[config.mk]
export PLATFORM = sky130hd
export DESIGN_NAME = serial_addsub_unit
export DESIGN_NICKNAME = d
export VERILOG_FILES = /design/src/rtl/serial_addsub_unit_pkg.sv /design/src/rtl/serial_addsub_unit_cell.sv /design/src/rtl/serial_addsub_unit.sv
export SDC_FILE = /design/constraint.sdc
export NUM_CORES = 1
export LEC_CHECK = 0
export CORE_AREA = 2 2 56 111
export CTS_BUF_LIST = sky130_fd_sc_hd__clkbuf_16
export CTS_CLUSTER_DIAMETER = 100
export DETAILED_ROUTE_END_ITERATION = 16
export DIE_AREA = 0 0 58 113
export PLACE_DENSITY = 0.54
export SLEW_MARGIN = 20
export SYNTH_ARGS = -nofsm -noshare
export SYNTH_HDL_FRONTEND = slang
export SYNTH_SLANG_ARGS = --single-unit
[constraint.sdc]
create_clock -name clk -period 1.3 [get_ports clk]
set_clock_uncertainty 0.05 [all_clocks]
set_input_delay 0.13 -clock clk [delete_from_list [all_inputs] [get_ports clk]]
set_output_delay 0.13 -clock clk [all_outputs]
set_load 0.1 [all_outputs]
[src/rtl/serial_addsub_unit_pkg.sv]
// Shared types and helpers for the serial add/subtract unit.
package serial_addsub_unit_pkg;

  // Controller states; encodings kept identical to the legacy defines.
  typedef enum logic [1:0] {
    ST_IDLE = 2'd0,
    ST_RUN  = 2'd1,
    ST_DONE = 2'd2
  } state_t;

  // Operation select values on the mode input.
  localparam logic MODE_SUB = 1'b0;
  localparam logic MODE_ADD = 1'b1;

  // Two's-complement overflow from the operand and result sign bits.
  function automatic logic ovf_flag(input logic mode, input logic a_msb,
                                    input logic b_msb, input logic r_msb);
    if (mode == MODE_ADD)
      return (a_msb == b_msb) && (r_msb != a_msb);
    else
      return (a_msb != b_msb) && (r_msb != a_msb);
  endfunction

endpackage

[src/rtl/serial_addsub_unit_cell.sv]
// One-bit combinational add/subtract cell used in the serial chain.
module addsub_cell
  import serial_addsub_unit_pkg::*;
(
  input  logic x,
  input  logic y,
  input  logic cin,
  input  logic mode,
  output logic s,
  output logic cout
);

  // Sum/difference bit and carry/borrow out of the selected operation.
  always_comb begin
    s = x ^ y ^ cin;
    if (mode == MODE_SUB)
      cout = (~x & y) | (~(x ^ y) & cin);
    else
      cout = (x & y) | ((x ^ y) & cin);
  end

endmodule

[src/rtl/serial_addsub_unit.sv]
// Multi-cycle add/subtract unit: LSB-first, STEP bits per clock through a
// registered carry/borrow chain, with start/busy/done handshake and flags.
module serial_addsub_unit
  import serial_addsub_unit_pkg::*;
#(
  parameter int WIDTH = 6,
  parameter int STEP  = 1
) (
  input  logic             clk,
  input  logic             rst,
  input  logic             start,
  input  logic             mode,
  input  logic [WIDTH-1:0] a,
  input  logic [WIDTH-1:0] b,
  output logic             busy,
  output logic             done,
  output logic [WIDTH-1:0] result,
  output logic             cout,
  output logic             zero,
  output logic             neg,
  output logic             ovf
);

  localparam int NCYC = WIDTH / STEP;
  localparam int CW   = $clog2(NCYC) + 1;

  state_t           state_q, state_d;
  logic             load, shift, finish;

  logic [WIDTH-1:0] a_sr, b_sr, r_sr;
  logic             mode_q;
  logic             a_msb_q, b_msb_q;
  logic             chain_q;
  logic [CW-1:0]    cnt_q;
  logic             last_slice;

  logic [STEP-1:0]  slice;
  logic             chain_out;
  logic [WIDTH+STEP-1:0] r_ext;

  assign last_slice = (cnt_q == CW'(NCYC - 1));

  // Next-state and control strobes for the IDLE/RUN/DONE sequence.
  always_comb begin
    state_d = state_q;
    load    = 1'b0;
    shift   = 1'b0;
    finish  = 1'b0;
    busy    = 1'b0;
    unique case (state_q)
      ST_IDLE: begin
        if (start) begin
          load    = 1'b1;
          state_d = ST_RUN;
        end
      end
      ST_RUN: begin
        shift = 1'b1;
        busy  = 1'b1;
        if (last_slice)
          state_d = ST_DONE;
      end
      ST_DONE: begin
        finish  = 1'b1;
        state_d = ST_IDLE;
      end
      default: state_d = ST_IDLE;
    endcase
  end

  // State register.
  always_ff @(posedge clk) begin
    if (rst)
      state_q <= ST_IDLE;
    else
      state_q <= state_d;
  end

  // STEP chained cells; each generate block owns its carry so the ripple is
  // a chain of distinct nets rather than one self-referencing vector.
  for (genvar i = 0; i < STEP; i++) begin : g_cell
    logic ci, co;
    if (i == 0) begin : g_first
      assign ci = chain_q;
    end else begin : g_next
      assign ci = g_cell[i-1].co;
    end
    addsub_cell u_cell (
      .x    (a_sr[i]),
      .y    (b_sr[i]),
      .cin  (ci),
      .mode (mode_q),
      .s    (slice[i]),
      .cout (co)
    );
  end

  assign chain_out = g_cell[STEP-1].co;

  // New slice enters the result register from the MSB end.
  assign r_ext = {slice, r_sr};

  // Operand/result shift registers, chain bit and slice counter.
  always_ff @(posedge clk) begin
    if (rst) begin
      a_sr    <= '0;
      b_sr    <= '0;
      r_sr    <= '0;
      mode_q  <= MODE_SUB;
      a_msb_q <= 1'b0;
      b_msb_q <= 1'b0;
      chain_q <= 1'b0;
      cnt_q   <= '0;
    end else if (load) begin
      a_sr    <= a;
      b_sr    <= b;
      mode_q  <= mode;
      a_msb_q <= a[WIDTH-1];
      b_msb_q <= b[WIDTH-1];
      chain_q <= 1'b0;
      cnt_q   <= '0;
    end else if (shift) begin
      a_sr    <= a_sr >> STEP;
      b_sr    <= b_sr >> STEP;
      r_sr    <= r_ext[WIDTH+STEP-1:STEP];
      chain_q <= chain_out;
      cnt_q   <= cnt_q + CW'(1);
    end
  end

  // Result, flags and done pulse, captured once in DONE and then held.
  always_ff @(posedge clk) begin
    if (rst) begin
      done   <= 1'b0;
      result <= '0;
      cout   <= 1'b0;
      zero   <= 1'b0;
      neg    <= 1'b0;
      ovf    <= 1'b0;
    end else begin
      done <= finish;
      if (finish) begin
        result <= r_sr;
        cout   <= chain_q;
        zero   <= (r_sr == '0);
        neg    <= r_sr[WIDTH-1];
        ovf    <= ovf_flag(mode_q, a_msb_q, b_msb_q, r_sr[WIDTH-1]);
      end
    end
  end

endmodule

==> flow_summary.ini <==
[worst_setup_path]
crit_family = buffers and inverters
crit_required_ns = 1.12
start_kind = flop
critPathCaptureType = output port
path_max_fanout = 4
timing_worst_setup_path_type = reg2out
cp.arrival_ns = 1.12
cpPeakStageDelay_ns = 0.33
crit_buf_inv = 3
slowest_stage = dfxtp_2
cp_cell_sequence = nand2b_4 > inv_4 > buf_6 > buf_12

[synth]
post-synth-top-count-cell = nand2_1
ys_seq_area_share_pct = 47.50
synth_compound_area_share_pct = 17.73
synth_warnings = 0
synthCells = 189
synth-seq-cells = 38
synth-simple-area-share_pct = 22.50
synth.net_count = 209
muxShareOfSynthArea_pct = 0.6250
yosys.area.top_type_share_pct = 47.50
syn_avg_cell_area_um2 = 8.474
synthTopCellsByCount = nand2_1 (44), dfxtp_1 (38), a21oi_1 (29), nor2_1 (16), a211oi_1 (12)
synthArstFlopShare_pct = 0
synthFlopType = dfxtp_1
synthAdderAreaFrac_pct = 4.063
synthTopCellsByArea = dfxtp_1 (48%), nand2_1 (10%), a21oi_1 (9.1%)
syn_area_um2 = 1602
synth_xor_area_share_pct = 1.641
yosys.area.top_type = dfxtp_1
synth_edf_count = 0
synth_top_family_by_area = simple AND/OR/NAND/NOR gates
ys_types = 32

[global_route]
grt_pass1_vias = 1414
grt_pass1_wl_um = 6320
antenna_found_initial = 0
overflow = 0
grt_max_degree = 20
grt_usage_pct = 12.78

[outcome]
outcome = finished, final reports clean

[sta]
slew_headroom_pct = 81.06
whs_ns = 0.3824
fmax_mhz = 772.0
hold_viol = 0
final_max_slew_viol_count = 0
rsz0062_at_grt = yes
finalSetupViolations = 0
tightestPinTransition_ns = 0.2815
fin_crit_ns = 1.295
timing.final.crit_share_pct = 99.64
setup_ws_ns = 0.004652
fin_tns_setup_ns = 0

[routing]
wl_per_cell_um = 12.49
routed-via-count = 1378
routed_wl_um = 3636
ant_nets = 0
drt_iter0_drc = 15
first_pass_iters = 4
drc_errors = 0
routed_via_density = 4.735

[pwr]
ir_worst_vdd_mv = 0.9914
power_leakage_nw = 0.8830
powerDensity_nw_per_um2 = 1335

[clock_network]
insertion_delay_ns = 0.28
cts_buffers = 5
hold_buffers = 0
cts_max_level = 2
cts_tree = built
ctsLongestPathBuffers = 2
root_buffer = clkbuf_16
path_clk_slew_ns = 0.06
clock-sinks = 38

[floorplan]
rows = 39
ios = 28
die_w_um = 58
start_util_pct = 28.29
fp.coreArea_um2 = 5660
die_area_um2 = 6554
die_h_um = 113

[flow_run]
maxCapViolCount = 0

[final_layout]
drive_gt1_share_pct = 24.78
area_delta_synth_final_pct = 48.59
utilization_pct = 42.04
n_fill_cell = 576
num-nets-final = 249
diodes = 0

[placed_design]
place_ws_ns = -0.3079
port_buffers = 27
hpwl_um = 2655
gp_congestion = 0.7649

[min_path]
hold_class = in2reg
==> stage by stage <==
step	instances	total power [mW]	area (µm²)
after floorplan	189	1.483	1615
after detailed placement	280	1.618	2117
after global placement	280	1.612	2117
after global routing	291	3.298	2380
after CTS	291	3.199	2362
final	291	3.176	2380
==> registers in the layout, indices dropped and copies added (netlist names) <==
name,flops
cout,1
done,1
cnt_q,4
mode_q,1
ovf,1
result,6
a_msb_q,1
b_sr,6
zero,1
a_sr,6
r_sr,6
b_msb_q,1
state_q,2
chain_q,1
==> logic make-up after synthesis <==
family	Yosys count
AO/OA/AOI/OAI	46
multiplexers	1
flip-flops	38
adder cells (fa/ha/maj)	4
AND/OR/NAND/NOR	79
XOR/XNOR	3
buffers and inverters	18
==> final timing paths <==
| kind | start | end | slack [ns] | depth (start not counted) |
|---|---|---|---|---|
| setup / recovery | state_q[1] | busy | 0.005 | 4 |
| hold / removal | mode | mode_q | 0.38 | 3 |
| setup reg to reg | chain_q | chain_q | 0.02 | 3 |
| hold reg to reg | b_sr[3] | b_sr[2] | 0.41 | 2 |
==> final cells by class <==
class / instances / area, µm² / share of cell area [%]
clock buffers: 5 / 125.1 / 5.258
clock inverters: 3 / 63.81 / 2.681
inverters: 5 / 21.27 / 0.8938
multi-input cells: 133 / 778.2 / 32.70
flip-flops and latches: 38 / 770.7 / 32.39
well taps: 61 / 76.32 / 3.207
repair buffers: 46 / 544.3 / 22.87
==> tightest hold or removal path: cells and delay by family <==
kind | cells | cell delay (ns)
AO/OA/AOI/OAI | 1 | 0.05
buffers and inverters | 1 | 0.41
AND/OR/NAND/NOR | 1 | 0.06
==> what timing repair did <==
action	CTS	global route
gates resized for setup	10	5
buffers inserted	3	0
setup endpoints to repair	7	10
==> report_power, final <==
group	switching, mW	internal, mW	leakage, nW
combinational	0.182	0.184	0.479
sequential	0.0442	1.22	0.313
clock	0.458	1.09	0.0915
==> placed cells by master, fill, tap and decap left out, types with 2 or more instances in the layout <==
master / n
nand2_1: 44
dfxtp_1: 32
a21oi_1: 29
buf_4: 16
clkdlybuf4s50_1: 15
nor2_1: 14
buf_12: 12
a211oi_1: 10
dfxtp_2: 5
clkbuf_16: 5
inv_1: 4
nor2b_1: 3
a211oi_2: 3
buf_6: 3
nand2b_4: 2
nand3_1: 2
xnor2_1: 2
nand2b_1: 2
or3b_1: 2
nand3b_1: 2
nor2_2: 2
ha_1: 2
bufinv_16: 2
==> per-layer routing <==
layer  global-route usage (%)  share of wire [%]
met1                    12.35                 36
met2                    23.64                 56
met3                    2.400                3.0
met4                    7.907                5.1
met5                        0                  0
No activity file was read; power rests on OpenSTA's default activity.
